===== src/rtl/digit_serial_alu_pkg.sv =====
// Shared types for the digit-serial ALU: command encoding and FSM states.
package alu_pkg;

    typedef enum logic [2:0] {
        ALU_ADD   = 3'd0,
        ALU_SUB   = 3'd1,
        ALU_AND   = 3'd2,
        ALU_OR    = 3'd3,
        ALU_XOR   = 3'd4,
        ALU_LSHFT = 3'd5,
        ALU_RSHFT = 3'd6,
        ALU_RSVD  = 3'd7
    } alu_cmd_t;

    typedef enum logic [1:0] {
        S_IDLE,
        S_RUN,
        S_DONE
    } alu_state_t;

endpackage


===== src/rtl/digit_serial_alu_if.sv =====
// Request/result handshake bundle between a requester and the digit-serial ALU.
interface digit_serial_alu_if
    import alu_pkg::*;
#(
    parameter int WORD_W = 32
) ();

    logic              start_valid;
    logic              start_ready;
    alu_cmd_t          cmd;
    logic [WORD_W-1:0] word1;
    logic [WORD_W-1:0] word2;
    logic [WORD_W-1:0] result;
    logic              carry_out;
    logic              res_valid;
    logic              res_ready;

    modport master (
        output start_valid, cmd, word1, word2, res_ready,
        input  start_ready, result, carry_out, res_valid
    );

    modport slave (
        input  start_valid, cmd, word1, word2, res_ready,
        output start_ready, result, carry_out, res_valid
    );

endinterface


===== src/rtl/digit_serial_alu_digit_counter.sv =====
// Up/down digit index with a last-digit flag; saturates at the final digit.
module digit_counter #(
    parameter int NDIG = 8
) (
    input  logic                    clk,
    input  logic                    rst_n,
    input  logic                    load,
    input  logic                    down_in,
    input  logic                    step,
    output logic [$clog2(NDIG)-1:0] idx,
    output logic                    last
);

    localparam int               IDX_W   = $clog2(NDIG);
    localparam logic [IDX_W-1:0] IDX_MAX = IDX_W'(NDIG - 1);

    logic down_q;

    // NOTE: sequential state uses non-blocking assignments so every flop samples pre-edge values.
    always_ff @(posedge clk or negedge rst_n) begin
        if (!rst_n) begin
            idx    <= '0;
            down_q <= 1'b0;
        end else if (load) begin
            down_q <= down_in;
            idx    <= down_in ? IDX_MAX : '0;
        end else if (step && !last) begin
            idx <= down_q ? idx - 1'b1 : idx + 1'b1;
        end
    end

    assign last = down_q ? (idx == '0) : (idx == IDX_MAX);

endmodule


===== src/rtl/digit_serial_alu.sv =====
// Digit-serial ALU: one DIGIT_W slice per cycle, carry/shift bit chained between digits.
module digit_serial_alu
    import alu_pkg::*;
#(
    parameter int WORD_W  = 32,
    parameter int DIGIT_W = 4
) (
    input logic               clk,
    input logic               rst_n,
    digit_serial_alu_if.slave bus
);

    localparam int NDIG  = WORD_W / DIGIT_W;
    localparam int IDX_W = $clog2(NDIG);

    alu_state_t        state_q, state_d;
    alu_cmd_t          cmd_q;
    logic [WORD_W-1:0] a_q, b_q;
    logic              carry_q, carry_out_q;
    logic              start_ready, res_valid, running, accept;

    logic [IDX_W-1:0]   idx;
    logic               last;
    logic [DIGIT_W-1:0] res_dig_q [NDIG];
    wire  [DIGIT_W-1:0] a_dig [NDIG];
    wire  [DIGIT_W-1:0] b_dig [NDIG];
    wire  [WORD_W-1:0]  result_w;

    logic [DIGIT_W-1:0] a_cur, b_cur, b_op, dig_res;
    logic [DIGIT_W:0]   sum, shl, shr;
    logic               dig_carry;

    always_ff @(posedge clk or negedge rst_n) begin
        if (!rst_n) state_q <= S_IDLE;
        else        state_q <= state_d;
    end

    always_comb begin
        state_d = state_q;
        case (state_q)
            S_IDLE:  if (bus.start_valid) state_d = S_RUN;
            S_RUN:   if (last)            state_d = S_DONE;
            S_DONE:  if (bus.res_ready)   state_d = S_IDLE;
            default: state_d = S_IDLE;
        endcase
    end

    // NOTE: every combinational output gets a default first so no latch is inferred.
    always_comb begin
        start_ready = 1'b0;
        res_valid   = 1'b0;
        running     = 1'b0;
        case (state_q)
            S_IDLE:  start_ready = 1'b1;
            S_RUN:   running     = 1'b1;
            S_DONE:  res_valid   = 1'b1;
            default: ;
        endcase
    end

    assign accept = start_ready && bus.start_valid;

    digit_counter #(.NDIG(NDIG)) u_digit_counter (
        .clk     (clk),
        .rst_n   (rst_n),
        .load    (accept),
        .down_in (bus.cmd == ALU_RSHFT),
        .step    (running),
        .idx     (idx),
        .last    (last)
    );

    // Per-digit slice select and write-back; only the digit under the index is written.
    for (genvar g = 0; g < NDIG; g++) begin : g_digit
        assign a_dig[g] = a_q[g*DIGIT_W +: DIGIT_W];
        assign b_dig[g] = b_q[g*DIGIT_W +: DIGIT_W];
        assign result_w[g*DIGIT_W +: DIGIT_W] = res_dig_q[g];

        // NOTE: the result digits are plain flops, so each one is reset like any other state.
        always_ff @(posedge clk or negedge rst_n) begin
            if (!rst_n)                              res_dig_q[g] <= '0;
            else if (accept)                         res_dig_q[g] <= '0;
            else if (running && idx == IDX_W'(g))    res_dig_q[g] <= dig_res;
        end
    end

    // Shifts ride the carry flop: LSHFT feeds the lower digit's MSB up, RSHFT feeds the upper LSB down.
    always_comb begin
        a_cur     = a_dig[idx];
        b_cur     = b_dig[idx];
        b_op      = (cmd_q == ALU_SUB) ? ~b_cur : b_cur;
        sum       = {1'b0, a_cur} + {1'b0, b_op} + {{DIGIT_W{1'b0}}, carry_q};
        shl       = {b_cur, carry_q};
        shr       = {carry_q, b_cur};
        dig_res   = a_cur;
        dig_carry = 1'b0;
        case (cmd_q)
            ALU_ADD, ALU_SUB: begin
                dig_res   = sum[DIGIT_W-1:0];
                dig_carry = sum[DIGIT_W];
            end
            ALU_AND: dig_res = a_cur & b_cur;
            ALU_OR:  dig_res = a_cur | b_cur;
            ALU_XOR: dig_res = a_cur ^ b_cur;
            ALU_LSHFT: begin
                dig_res   = shl[DIGIT_W-1:0];
                dig_carry = shl[DIGIT_W];
            end
            ALU_RSHFT: begin
                dig_res   = shr[DIGIT_W:1];
                dig_carry = shr[0];
            end
            default: ;
        endcase
    end

    always_ff @(posedge clk or negedge rst_n) begin
        if (!rst_n) begin
            cmd_q       <= ALU_ADD;
            a_q         <= '0;
            b_q         <= '0;
            carry_q     <= 1'b0;
            carry_out_q <= 1'b0;
        end else if (accept) begin
            cmd_q       <= bus.cmd;
            a_q         <= bus.word1;
            b_q         <= bus.word2;
            carry_q     <= (bus.cmd == ALU_SUB);
            carry_out_q <= 1'b0;
        end else if (running) begin
            carry_q <= dig_carry;
            if (last) carry_out_q <= dig_carry;
        end
    end

    assign bus.start_ready = start_ready;
    assign bus.res_valid   = res_valid;
    assign bus.result      = result_w;
    assign bus.carry_out   = carry_out_q;

endmodule


===== src/flat_wrapper.sv =====
// flat-port wrapper written by rule: the top's interface ports become plain ports
module digit_serial_alu_flat import alu_pkg::*;
#(
    parameter int WORD_W  = 32,
    parameter int DIGIT_W = 4
)
  (clk, rst_n, bus_start_valid, bus_cmd, bus_word1, bus_word2, bus_res_ready, bus_start_ready, bus_result, bus_carry_out, bus_res_valid);
  digit_serial_alu_if #(.WORD_W(WORD_W)) bus_i ();
  input logic clk;
  input logic rst_n;
  input wire logic [$bits(bus_i.start_valid)-1:0] bus_start_valid;
  input wire logic [$bits(bus_i.cmd)-1:0] bus_cmd;
  input wire logic [$bits(bus_i.word1)-1:0] bus_word1;
  input wire logic [$bits(bus_i.word2)-1:0] bus_word2;
  input wire logic [$bits(bus_i.res_ready)-1:0] bus_res_ready;
  output wire logic [$bits(bus_i.start_ready)-1:0] bus_start_ready;
  output wire logic [$bits(bus_i.result)-1:0] bus_result;
  output wire logic [$bits(bus_i.carry_out)-1:0] bus_carry_out;
  output wire logic [$bits(bus_i.res_valid)-1:0] bus_res_valid;
  assign bus_i.start_valid = bus_start_valid;
  assign bus_i.cmd = bus_cmd;
  assign bus_i.word1 = bus_word1;
  assign bus_i.word2 = bus_word2;
  assign bus_i.res_ready = bus_res_ready;
  assign bus_start_ready = bus_i.start_ready;
  assign bus_result = bus_i.result;
  assign bus_carry_out = bus_i.carry_out;
  assign bus_res_valid = bus_i.res_valid;
  digit_serial_alu #(.WORD_W(WORD_W), .DIGIT_W(DIGIT_W)) u_core (.clk(clk), .rst_n(rst_n), .bus(bus_i));
endmodule

===== config.mk =====
export PLATFORM = sky130hd
export DESIGN_NAME = digit_serial_alu_flat
export DESIGN_NICKNAME = d
export VERILOG_FILES = /design/src/rtl/digit_serial_alu_pkg.sv /design/src/rtl/digit_serial_alu_if.sv /design/src/rtl/digit_serial_alu_digit_counter.sv /design/src/rtl/digit_serial_alu.sv /design/src/flat_wrapper.sv
export SDC_FILE = /design/constraint.sdc
export NUM_CORES = 1
export LEC_CHECK = 0
export BUFFER_PORTS_ARGS = -buffer_cell sky130_fd_sc_hd__buf_2
export CORE_ASPECT_RATIO = 1.2
export CORE_MARGIN = 2
export CORE_UTILIZATION = 46
export CTS_CLUSTER_SIZE = 14
export DETAILED_ROUTE_END_ITERATION = 7
export PLACE_DENSITY = 0.76
export SLEW_MARGIN = 10
export SYNTH_ARGS = -nofsm -noshare
export SYNTH_HDL_FRONTEND = slang
export SYNTH_SLANG_ARGS = --single-unit

===== constraint.sdc =====
create_clock -name clk -period 5.77 [get_ports clk]
set_input_delay 0.2885 -clock clk [delete_from_list [all_inputs] [get_ports clk]]
set_output_delay 0.2885 -clock clk [all_outputs]
set_load 0.01 [all_outputs]

Yosys cells after proc, flatten, opt, wreduce, memory -nomap -nowiden

Index checks and enable logic that the tools add are counted.
W data, S select, Z words.

Register bits after elaboration: 107
Input bits: 71
Logic and storage cells: 116

Add/subtract/negate cells: 4
Magnitude comparators: 1
Equal/unequal tests: 20
Muxes and demuxes: 42
Bitwise logic cells: 5
Reductions and logical operators: 28

Operators by type and width:

| cell                  | count |
|---|---|
| $mux W4               | 21 |
| $bmux W4 S3           | 2 |
| $eq A3 B3 Y1 const B  | 8 |
| $pmux W4 S6           | 1 |
| $reduce_bool A2 Y1    | 11 |
| $eq A3 B2 Y1 const B  | 4 |
| $mux W3               | 4 |
| $logic_and A1 B1 Y1   | 10 |
| $eq A3 B1 Y1 const B  | 3 |
| $mux W1               | 9 |
| $logic_not A3 Y1      | 2 |
| $mux W2               | 3 |
| $ne A2 B2 Y1 const B  | 3 |
| $pmux W2 S3           | 1 |
| $add A4 B4 Y5         | 1 |
| $add A5 B1 Y5         | 1 |
| $and A4 B4 Y4         | 1 |
| $ge A4 B4 Y1 const B  | 1 |
| $not A3 Y4            | 1 |
| $not A4 Y4            | 1 |
| $or A4 B4 Y4          | 1 |
| $xor A4 B4 Y4         | 1 |
| $add A3 B1 Y3 const B | 1 |
| $pmux W1 S3           | 1 |
| 8 further kinds       | 8 |

Depth between registers and ports, before layout

Gate-level depths: netlist of the first run.

Depth after elaboration: 12
Depth in mapped cells: 16
Mapped depth without buffers: 15

Cells and area by module

A second synthesis of the first run with hierarchy kept.

Cell total of the unflattened synthesis: 622
Area, all modules: 5659.2 um^2

Modules (own cells, without submodules):

| module           | instances | cells an instance | area each (um^2) |
|---|---|---|---|
| digit_serial_alu | 1         | 591               | 5366.4 |
| digit_counter    | 1         | 31                | 292.8 |

Worst setup path before layout of the first run

Ideal clock, no wire load.

Path type: register to register
From: register u_core.u_digit_counter.idx[0]
To: register u_core.res_dig_q, in the netlist u_core.bus.result[13]
Library setup time: 133 ps
Arrival: 3065 ps
Required time: 5637 ps
Slack: 2572 ps
Cell stages (with the launch flop): 15
Buffers on the path: 1
Clock period less this slack: 3198 ps
Cells stage by stage: dfrtp_1 > buf_6 > mux4_2 > mux2i_1 > inv_1 > xnor2_1 > xnor2_1 > ha_1 > nor2_1 > fa_1 > nor2_1 > a211oi_1 > a311oi_1 > nor2_2 > a21oi_1

Longest elaborated chain between the ends: 11
Elaborated cells between the ends (all ways): 20
Classes of those cells: add/sub: 2; eq/ne: 1; mux: 10; bitwise: 5; reduce/logical: 2

RTL lines:

| element                                    | RTL line                                       | text |
|---|---|---|
| start, declared                            | digit_serial_alu_digit_counter.sv:10           | `output logic [$clog2(NDIG)-1:0] idx,` |
| start signal, assigned                     | digit_serial_alu_digit_counter.sv:26           | `idx <= down_in ? IDX_MAX : '0;` |
| start signal, assigned                     | digit_serial_alu_digit_counter.sv:28           | `idx <= down_q ? idx - 1'b1 : idx + 1'b1;` |
| $not A3 Y4 (implied by the code)           | digit_serial_alu.sv:89, digit_serial_alu.sv:90 |  |
| $bmux W4 S3                                | digit_serial_alu.sv:90                         | `b_cur = b_dig[idx];` |
| $mux W4 (implied by the code) (2 in a row) | digit_serial_alu.sv:90                         |  |
| $not A4 Y4                                 | digit_serial_alu.sv:91                         | `b_op = (cmd_q == ALU_SUB) ? ~b_cur : b_cur;` |
| $mux W4                                    | digit_serial_alu.sv:91                         |  |
| $add A4 B4 Y5                              | digit_serial_alu.sv:92                         | `sum = {1'b0, a_cur} + {1'b0, b_op} + {{DIGIT_W{1'b0}}, carry_q};` |
| $add A5 B1 Y5                              | digit_serial_alu.sv:92                         |  |
| $pmux W4 S6                                | digit_serial_alu.sv:97                         | `case (cmd_q)` |
| $mux W4                                    | digit_serial_alu.sv:83                         | `else if (running && idx == IDX_W'(g)) res_dig_q[g] <= dig_res;` |
| $mux W4                                    | digit_serial_alu.sv:82                         | `else if (accept) res_dig_q[g] <= '0;` |
| end signal, assigned by index              | digit_serial_alu.sv:83                         |  |
| end, declared                              | digit_serial_alu.sv:24                         | `logic [DIGIT_W-1:0] res_dig_q [NDIG];` |

Several ways; a longest one is shown, not always the timed one. The select of a mux whose other input is x is not followed.
A chain may end at the register's enable or synchronous reset.

Worst setup path in the final report of the first run

From: register u_core.u_digit_counter.idx[1]
To: register u_core.res_dig_q, in the netlist u_core.bus.result[2]

The elaborated chain is that of the path after synthesis.

==> flow_metrics.py, run 1 <==
metrics = {
    "place": {
        "place_area_um2": 6050,
        "place.port_buffers": 105,
        "gp_congestion": 0.880,
        "dp_hpwl_mm": 9.17,
        "dp_cells": 825,
    },
    "clock_tree": {
        "clock-root-buffer": "clkbuf_16",
        "numCtsBuffers": 9,
        "cts_tree": "yes",
        "cts_max_path_buffers": 2,
        "clkTransAtPathRegs_ns": 0.07,
        "htree_levels": 3,
        "worstSkewPairLatency_ns": 0.35,
        "cts.sinks": 107,
        "post_cts_buffers": 0,
    },
    "power": {
        "powerDensity_nw_per_um2": 665,
        "leakage_nw": 3.29,
        "ir_drop_v": 0.000360,
    },
    "sta": {
        "final.setup.tns_ns": 0,
        "hold_viol": 0,
        "rsz0062_at_grt": "no",
        "tightest_slew_ns": 0.893,
        "skew_ns": 0.00605,
        "setup_viol": 0,
        "holdWs_ns": 0.123,
        "finalCritPeriodShare_pct": 66.2,
        "slew_headroom_pct": 40.3,
        "slew_viol_final": 0,
        "fin_crit_ns": 3.82,
        "max_freq_mhz": 262,
    },
    "detailed_routing": {
        "drt_first_pass_iters": 4,
        "via_per_inst": 5.25,
        "dr.first_iter.drc_count": 221,
        "drtAntennaViolNets": 0,
        "wire_per_inst_um": 15.0,
        "drc": 0,
        "via_count": 4424,
        "drt_wl_total_mm": 12.6,
    },
    "grt": {
        "grt_usage_pct": 21.1,
        "gr-total-overflow": 0,
        "grt_max_degree": 79,
        "grt_use_met3_pct": 4.13,
        "grt_pass1_wl_mm": 20.6,
        "grt_busiest_layer": "met2",
        "met2_usage_pct": 34.5,
        "grt_antenna_before_repair": 0,
        "first_global_vias": 4260,
        "use_met1_pct": 28.2,
    },
    "setup_path": {
        "critical-path-max-stage-delay_ns": 0.87,
        "cpMostUsedCell": "xnor2_1",
        "rr_endpoint": "u_core.bus.result[2]",
        "r2r_start": "u_core.u_digit_counter.idx[1]",
        "worst_setup_path_start_kind": "register",
        "cp.required_ns": 5.99,
        "r2r_cells": 13,
        "crit_chain": "mux4_2 -> mux2i_1 -> inv_1 -> xnor2_1 -> xnor2_1 -> ha_1 -> nor2_1 -> fa_1 -> xnor2_1 -> a21oi_1 -> o21ai_0 -> a21oi_2 -> a21oi_1",
        "cpMaxStageDelayCell": "dfrtp_1",
        "cp-endpoint": "u_core.bus.result[2]",
        "ff2ff_setup_slack_ns": 1.95,
        "worstPathMaxFanout": 20,
        "critPathLaunch": "u_core.u_digit_counter.idx[1]",
        "arrival_ns": 4.05,
        "criticalPathCategory": "reg -> reg",
        "critPathCaptureType": "register",
    },
    "synthesis": {
        "yosys-top-cells-area": "dfrtp_1 49%, nand2_1 15%, mux4_2 6.6%",
        "synthDistinctLibCells": 48,
        "synthDominantCellAreaShare_pct": 49.4,
        "syn_inst": 590,
        "netlist_area_um2": 5420,
        "synth_top_area_cell": "dfrtp_1",
        "synth-main-ff-cell": "dfrtp_1",
        "syn_avg_cell_area_um2": 9.19,
        "ys_ff_latch": 107,
        "syn_nets": 681,
        "synth-seq-area-share_pct": 49.4,
        "synth_edf_count": 0,
        "async_flop_share_pct": 100,
        "ys_warn_count": 0,
    },
    "status": {
        "status": "completed",
    },
    "die": {
        "dieWidth_um": 103,
        "start_util_pct": 47.1,
        "core_area_um2": 11500,
        "row_count": 43,
        "die_area_um2": 12700,
        "die_y_um": 123,
        "io_pins": 106,
    },
    "finish": {
        "final_common_cell": "nand2_1",
        "finalInstanceArea_um2": 6360,
        "drive_gt1_share_pct": 22.2,
        "antenna_cells": 0,
        "final_cell_mix": "221 x nand2_1, 107 x dfrtp_1, 104 x buf_2, 37 x o21ai_0, 26 x a21oi_1",
        "fin_util_pct": 55.3,
        "instances_no_fill": 842,
        "final_nets": 771,
        "fillers": 1051,
        "areaGrowthSynthToFinish_pct": 17.4,
    },
    "run": {
        "cap_violations": 0,
    },
    "min_path": {
        "hold_path.class": "in -> reg",
    },
}
logic make-up after synthesis:
family / count (synthesis) / synth area share (%)
xor gates and xnor gates: 10 / 1.62
DFF: 107 / 49.4
adders and majority gates: 20 / 4.75
muxes: 22 / 8.47
and+or+nand+nor: 288 / 21.9
buffers and inverters: 51 / 3.88
AOI/OAI and AO/OA: 92 / 10.1
power breakdown:
part | internal [mW] | total, mW | switching (mW)
combinational | 0.936 | 2.26 | 1.32
sequential | 1.08 | 1.34 | 0.259
clock | 0.344 | 0.637 | 0.293
total | 2.36 | 4.23 | 1.87
timing repair:
item                      4_1_cts  5_1_grt
hold endpoints to repair       34        0
gates resized for setup         0        0
hold buffers                    1        0
sequential cells by signal, indices dropped and copies added, names as in the netlist:
name                           count
u_core.b_q                        32
u_core.bus.carry_out               1
u_core.cmd_q                       3
u_core.bus.result                 32
u_core.u_digit_counter.idx         3
u_core.u_digit_counter.down_q      1
u_core.state_q                     2
u_core.carry_q                     1
u_core.a_q                        32
cells in the mapped netlist (3+ instances only):
cell type / number
nand2_1: 222
ha_1: 19
a21oi_1: 26
xnor2_1: 9
o21ai_0: 37
mux4_2: 16
inv_1: 19
buf_2: 3
a21o_1: 4
nor2b_1: 6
and3_1: 6
mux2i_4: 3
nand3_1: 20
o21ai_1: 7
nor3_1: 3
a31oi_1: 3
clkbuf_1: 24
dfrtp_1: 107
nor2_1: 19
worst min-delay path by stage:
stage	start	endpoint	cells past startpoint
2_1_floorplan	rst_n	u_core.a_q[0]	0
3_3_place_gp	rst_n	u_core.bus.result[12]	1
3_5_place_dp	rst_n	u_core.bus.result[12]	1
4_1_cts	bus_word1[27]	u_core.a_q[27]	3
5_1_grt	bus_word1[27]	u_core.a_q[27]	3
6_report	bus_word1[27]	u_core.a_q[27]	3
cell type report:
type / instances / area [um^2] / area share, %
flip-flops and latches: 107 / 2680 / 42.1
multi-input cells: 432 / 2540 / 39.9
repair buffers: 110 / 568 / 8.92
clock buffers: 9 / 225 / 3.54
well taps: 157 / 196 / 3.09
clock inverters: 7 / 83.8 / 1.32
inverters: 20 / 75.1 / 1.18
worst max-delay path, delay by kind of cell (launching register included):
| family | cells | cell delay (ns) |
|---|---|---|
| AO/OA/AOI/OAI | 4 | 0.74 |
| XOR/XNOR | 3 | 0.49 |
| adder cells (fa/ha/maj) | 2 | 0.62 |
| buffers and inverters | 1 | 0.13 |
| flip-flops | 1 | 0.87 |
| multiplexers | 2 | 0.77 |
| AND/OR/NAND/NOR | 1 | 0.07 |
stage by stage:
| step | setup WS [ns] | total power, mW |
|---|---|---|
| after floorplan | 2.57 | 3.02 |
| after global placement | 2.10 | 3.53 |
| after detailed placement | 1.96 | 3.61 |
| after CTS | 1.95 | 4.26 |
| after global routing | 1.63 | 4.60 |
| final | 1.95 | 4.23 |
routing by layer:
metal  vias to the layer above  share of wire, %
met5                         -                 0
met4                         0               2.0
met3                        19               5.6
met2                       147                49
met1                      2117                43
li1                       2141                 -
Power figures use the tool's default switching activity.
==> run 2, diff against run 1 <==
Settings changed: ABC_AREA from default to 1.
Clock period 5.77 ns to 3.6 ns, I/O delays scaled along.
==> flow_metrics.py, run 2 <==
metrics = {
    "finish": {
        "final_common_cell": "nand2_1",
        "drive_gt1_share_pct": 22.1,
        "instances_no_fill": 947,
        "final_cell_mix": "257 x nand2_1, 107 x dfrtp_1, 104 x buf_2, 55 x inv_1, 46 x o21ai_0",
        "areaGrowthSynthToFinish_pct": 16.7,
        "final_nets": 872,
        "fillers": 1162,
        "fin_util_pct": 54.4,
        "antenna_cells": 0,
        "finalInstanceArea_um2": 6530,
    },
    "detailed_routing": {
        "drt_first_pass_iters": 5,
        "dr.first_iter.drc_count": 258,
        "via_per_inst": 5.05,
        "drt_wl_total_mm": 13.1,
        "drc": 0,
        "via_count": 4784,
        "drtAntennaViolNets": 0,
        "wire_per_inst_um": 13.8,
    },
    "clock_tree": {
        "clkTransAtPathRegs_ns": 0.07,
        "cts_tree": "yes",
        "numCtsBuffers": 9,
        "worstSkewPairLatency_ns": 0.35,
        "cts_max_path_buffers": 2,
        "htree_levels": 3,
        "cts.sinks": 107,
        "clock-root-buffer": "clkbuf_16",
    },
    "synthesis": {
        "synth-seq-area-share_pct": 47.9,
        "synthDominantCellAreaShare_pct": 47.9,
        "syn_avg_cell_area_um2": 8.21,
        "netlist_area_um2": 5590,
        "ys_ff_latch": 107,
        "synthDistinctLibCells": 46,
        "synth-main-ff-cell": "dfrtp_1",
        "yosys-top-cells-area": "dfrtp_1 48%, nand2_1 17%, ha_1 4.2%",
        "synth.most_common_cell": "nand2_1",
        "syn_inst": 681,
        "synth_commonest_cells": "258 x nand2_1, 107 x dfrtp_1, 55 x inv_1, 46 x o21ai_0, 41 x nor2_1",
        "synth_top_area_cell": "dfrtp_1",
        "ys_warn_count": 0,
        "synth_edf_count": 0,
        "async_flop_share_pct": 100,
        "syn_nets": 772,
    },
    "sta": {
        "slew_viol_final": 0,
        "max_freq_mhz": 303,
        "final.setup.tns_ns": 0,
        "rsz0062_at_grt": "no",
        "fin_crit_ns": 3.30,
        "skew_ns": 0.00866,
        "tightest_slew_ns": 0.878,
        "setup_ws_ns": 0.304,
        "hold_viol": 0,
        "finalCritPeriodShare_pct": 91.6,
        "holdWs_ns": 0.0122,
        "slew_headroom_pct": 41.4,
        "setup_viol": 0,
    },
    "setup_path": {
        "worst_setup_path_start_kind": "register",
        "criticalPathCategory": "reg -> reg",
        "critPathCaptureType": "register",
        "worstPathMaxFanout": 35,
        "cp.required_ns": 3.82,
        "arrival_ns": 3.52,
    },
    "power": {
        "ir_drop_v": 0.000470,
        "power_mw": 7.01,
        "combPwrFrac_pct": 55.9,
        "leakage_nw": 3.47,
        "internal-power_mw": 3.68,
        "power_switching_mw": 3.33,
        "swShare_pct": 47.5,
        "seqPwrFrac_pct": 29.6,
        "powerDensity_nw_per_um2": 1070,
        "p_clk_share_pct": 14.5,
    },
    "place": {
        "dp_cells": 929,
        "post-place-ws_ns": 0.340,
        "place.port_buffers": 105,
        "place_area_um2": 6200,
        "gp_congestion": 0.965,
        "dp_hpwl_mm": 9.43,
    },
    "grt": {
        "grt_pass1_wl_mm": 22.2,
        "grt_max_degree": 60,
        "grt_usage_pct": 21.1,
        "first_global_vias": 4541,
        "grt_antenna_before_repair": 0,
        "gr-total-overflow": 0,
    },
    "die": {
        "start_util_pct": 46.6,
        "die_y_um": 125,
        "io_pins": 106,
        "die_area_um2": 13100,
        "core_area_um2": 12000,
        "row_count": 44,
        "dieWidth_um": 105,
    },
    "status": {
        "status": "completed",
    },
    "run": {
        "cap_violations": 0,
    },
    "min_path": {
        "hold_path.class": "in -> reg",
    },
}
[run 2: power by group through the flow]
stage	Clock, mW	Sequential [mW]	Combinational [mW]
floorplan	0	2.08	2.96
global placement	0	2.07	3.77
detailed placement	0	2.09	3.90
CTS	1.03	2.07	3.92
global route	1.09	2.14	4.43
finish	1.01	2.07	3.92
[run 2: path summary, 6_finish.rpt]
kind	startpoint	endpoint	slack [ns]	depth (start not counted)
min in group asynchronous	rst_n	u_core.b_q[24]	0.34	2
max in group asynchronous	rst_n	u_core.b_q[11]	2.42	3
setup / recovery	u_core.u_digit_counter.idx[0]	u_core.bus.result[26]	0.30	21
hold / removal	bus_word2[26]	u_core.b_q[26]	0.01	3
setup reg to reg	u_core.u_digit_counter.idx[0]	u_core.bus.result[26]	0.30	21
hold reg to reg	u_core.bus.result[20]	u_core.bus.result[20]	0.48	2
[run 2: per-layer routing]
layer  GRT usage (%)  share of wire, %  wire length, um  vias to the layer above
met1            29.0                46             5970                     2198
met3            3.82               6.3              829                       25
li1                -                 -                -                     2377
met4            7.76               2.3              301                        0
met5               0                 0                0                        -
met2            33.3                46             5980                      184
[run 2: layout make-up]
cell class	count	area, um^2	share of cell area (%)
Sequential cell	107	2680	41.0
Multi-Input combinational cell	485	2480	38.0
Timing Repair Buffer	117	623	9.55
Clock buffer	10	239	3.66
Inverter	61	234	3.59
Tap cell	161	201	3.09
Clock inverter	6	68.8	1.05
[run 2: kinds of logic (layout without fill, tap and decap cells)]
family	Yosys count	in the layout	synth area share, %
AOI/OAI and AO/OA	118	118	13.5
xor gates and xnor gates	3	3	0.470
adders and majority gates	20	20	4.61
buffers and inverters	89	194	7.81
DFF	107	107	47.9
and+or+nand+nor	344	344	25.8
[run 2: critical path, cell delays in order, from the launching register on]
cell and delay (ns):
dfrtp_1 0.47, inv_6 0.25, nand2_1 0.08, o21ai_1 0.08, nand2_1 0.06, nand2_1 0.07, nand2_1 0.05, nand2_1 0.12
inv_1 0.09, nand2_1 0.07, nand2_1 0.04, inv_1 0.05, ha_1 0.13, inv_1 0.04, nand2_2 0.07, inv_1 0.05
fa_1 0.38, or2_2 0.32, a221oi_1 0.31, o2111ai_2 0.19, nand2_4 0.19, o21ai_2 0.07
[run 2: what timing repair did]
action / 4_1_cts / 5_1_grt
endpoints found under the hold margin: 39 / 1
buffers inserted: 0 / 0
gates resized for setup: 0 / 0
hold buffers: 1 / 1
==> run 3, diff against run 2 <==
Settings changed: ABC_AREA 1 to default, SKIP_LAST_GASP from default to 1.
==> flow_metrics.py, run 3 (same netlist as run 1, synthesis figures left out) <==
metrics = {
    "status": {
        "status": "completed",
    },
    "sta": {
        "tightest_slew_ns": 1.09,
        "hold_viol": 0,
        "max_freq_mhz": 296,
        "fin_crit_ns": 3.38,
        "slew_headroom_pct": 27.1,
        "final.setup.tns_ns": 0,
        "finalCritPeriodShare_pct": 93.8,
        "setup_viol": 0,
        "skew_ns": 0.00821,
        "slew_viol_final": 0,
    },
    "setup_path": {
        "cpMaxStageDelayCell": "mux4_2",
        "criticalPathCategory": "reg -> reg",
        "cp.required_ns": 3.88,
        "critPathCaptureType": "register",
        "r2r_cells": 10,
        "critical-path-max-stage-delay_ns": 0.54,
        "worstPathMaxFanout": 8,
        "arrival_ns": 3.66,
        "crit_cells": 10,
        "worst_setup_path_start_kind": "register",
        "crit_chain": "buf_12 -> buf_4 -> mux4_2 -> mux2i_1 -> inv_1 -> ha_1 -> a21o_1 -> a221oi_1 -> a31oi_4 -> o21ai_1",
        "crit_buf_inv": 3,
        "critical_path.top_delay_family": "compound AO/OA/AOI/OAI gates",
    },
    "detailed_routing": {
        "dr.first_iter.drc_count": 253,
        "drc": 0,
        "drt_first_pass_iters": 6,
        "wl_met1_mm": 5.68,
        "drtAntennaViolNets": 0,
        "via_count": 4456,
        "dr_wl_met2_mm": 6.35,
        "via_per_inst": 5.21,
        "drt_wl_total_mm": 12.9,
        "wl_met3_um": 663,
        "routed.top_layer": "met4",
        "wire_per_inst_um": 15.0,
    },
    "clock_tree": {
        "cts.sinks": 107,
        "worstSkewPairLatency_ns": 0.35,
        "cts_resized": 0,
        "htree_levels": 3,
        "clkTransAtPathRegs_ns": 0.08,
        "cts_max_path_buffers": 2,
        "numCtsBuffers": 9,
        "cts_tree": "yes",
        "clock-root-buffer": "clkbuf_16",
    },
    "power": {
        "ir_drop_v": 0.000449,
        "seqPwrFrac_pct": 29.2,
        "p_clk_share_pct": 15.2,
        "powerDensity_nw_per_um2": 1090,
        "power_switching_mw": 3.06,
        "internal-power_mw": 4.03,
        "swShare_pct": 43.2,
        "combPwrFrac_pct": 55.6,
        "leakage_nw": 3.38,
        "power_mw": 7.09,
    },
    "finish": {
        "finalInstanceArea_um2": 6490,
        "antenna_cells": 0,
        "fin_util_pct": 56.4,
        "drive_gt1_share_pct": 23.9,
        "final_nets": 785,
        "areaGrowthSynthToFinish_pct": 19.8,
        "final_common_cell": "nand2_1",
        "final_cell_mix": "221 x nand2_1, 107 x dfrtp_1, 104 x buf_2, 37 x o21ai_0, 26 x a21oi_1",
    },
    "grt": {
        "first_global_vias": 4303,
        "grt_antenna_before_repair": 0,
        "grt_usage_pct": 21.5,
        "grt_pass1_wl_mm": 21.0,
        "grt_max_degree": 90,
        "gr-total-overflow": 0,
    },
    "run": {
        "cap_violations": 0,
    },
    "die": {
        "die_area_um2": 12700,
        "core_area_um2": 11500,
        "row_count": 43,
        "io_pins": 106,
        "die_y_um": 123,
        "start_util_pct": 47.1,
        "dieWidth_um": 103,
    },
    "place": {
        "dp_hpwl_mm": 9.41,
        "place_area_um2": 6130,
        "place.port_buffers": 105,
        "gp_congestion": 0.890,
    },
    "min_path": {
        "holdPathStages": 3,
        "hold_path.class": "in -> reg",
    },
}
==> run 3: repair_timing <==
| item | 4_1_cts | 5_1_grt |
|---|---|---|
| setup buffers | 0 | 6 |
| hold buffers | 0 | 0 |
| setup endpoints to repair | 0 | 16 |
==> run 3: worst reg2reg max path: cells and delay by family, from the launching register on <==
family / cells / cell delay (ns)
compound gates: 4 / 1.12
flops: 1 / 0.40
mux: 2 / 0.93
buf+inv: 3 / 0.46
fa+ha+maj: 1 / 0.41
==> run 3: per-layer routing <==
metal | vias to the layer above | track usage (%)
met5 | - | 0
met4 | 0 | 6.41
met3 | 15 | 3.28
met2 | 143 | 34.9
met1 | 2128 | 29.9
li1 | 2170 | -
==> run 3: power by group through the flow <==
stage	sequential, mW	clock (mW)	combinational [mW]
3_3_place_gp	2.05	0	3.71
4_1_cts	2.07	1.10	3.85
5_1_grt	2.13	1.15	4.44
2_1_floorplan	2.03	0	2.81
6_report	2.07	1.08	3.94
3_5_place_dp	2.09	0	3.82
==> run 3: cell type report <==
cell class / instances / area (um^2)
Fill cell: 1057 / 5020
Sequential cell: 107 / 2680
Multi-Input combinational cell: 432 / 2540
Timing Repair Buffer: 124 / 683
Clock buffer: 9 / 225
Tap cell: 157 / 196
Clock inverter: 7 / 98.8
Inverter: 20 / 75.1
==> run 3: final timing paths <==
kind | slack [ns] | to | from
setup / recovery | 0.22 | u_core.bus.result[23] | u_core.u_digit_counter.idx[0]
hold / removal | 0.01 | u_core.b_q[31] | bus_word2[31]
setup reg to reg | 0.22 | u_core.bus.result[23] | u_core.u_digit_counter.idx[0]
hold reg to reg | 0.47 | u_core.a_q[15] | u_core.a_q[15]
max in group asynchronous | 2.67 | u_core.b_q[6] | rst_n
min in group asynchronous | 0.02 | u_core.bus.result[0] | rst_n
==> run 3: metrics by stage <==
stage	cells	setup slack (ns)	hold slack [ns]
2_1_floorplan	590	0.402	-0.116
3_3_place_gp	834	0.164	0.370
3_5_place_dp	834	0.0519	0.374
4_1_cts	850	0.0479	0.00223
5_1_grt	856	-0.00154	0.0194
6_report	856	0.223	0.0142
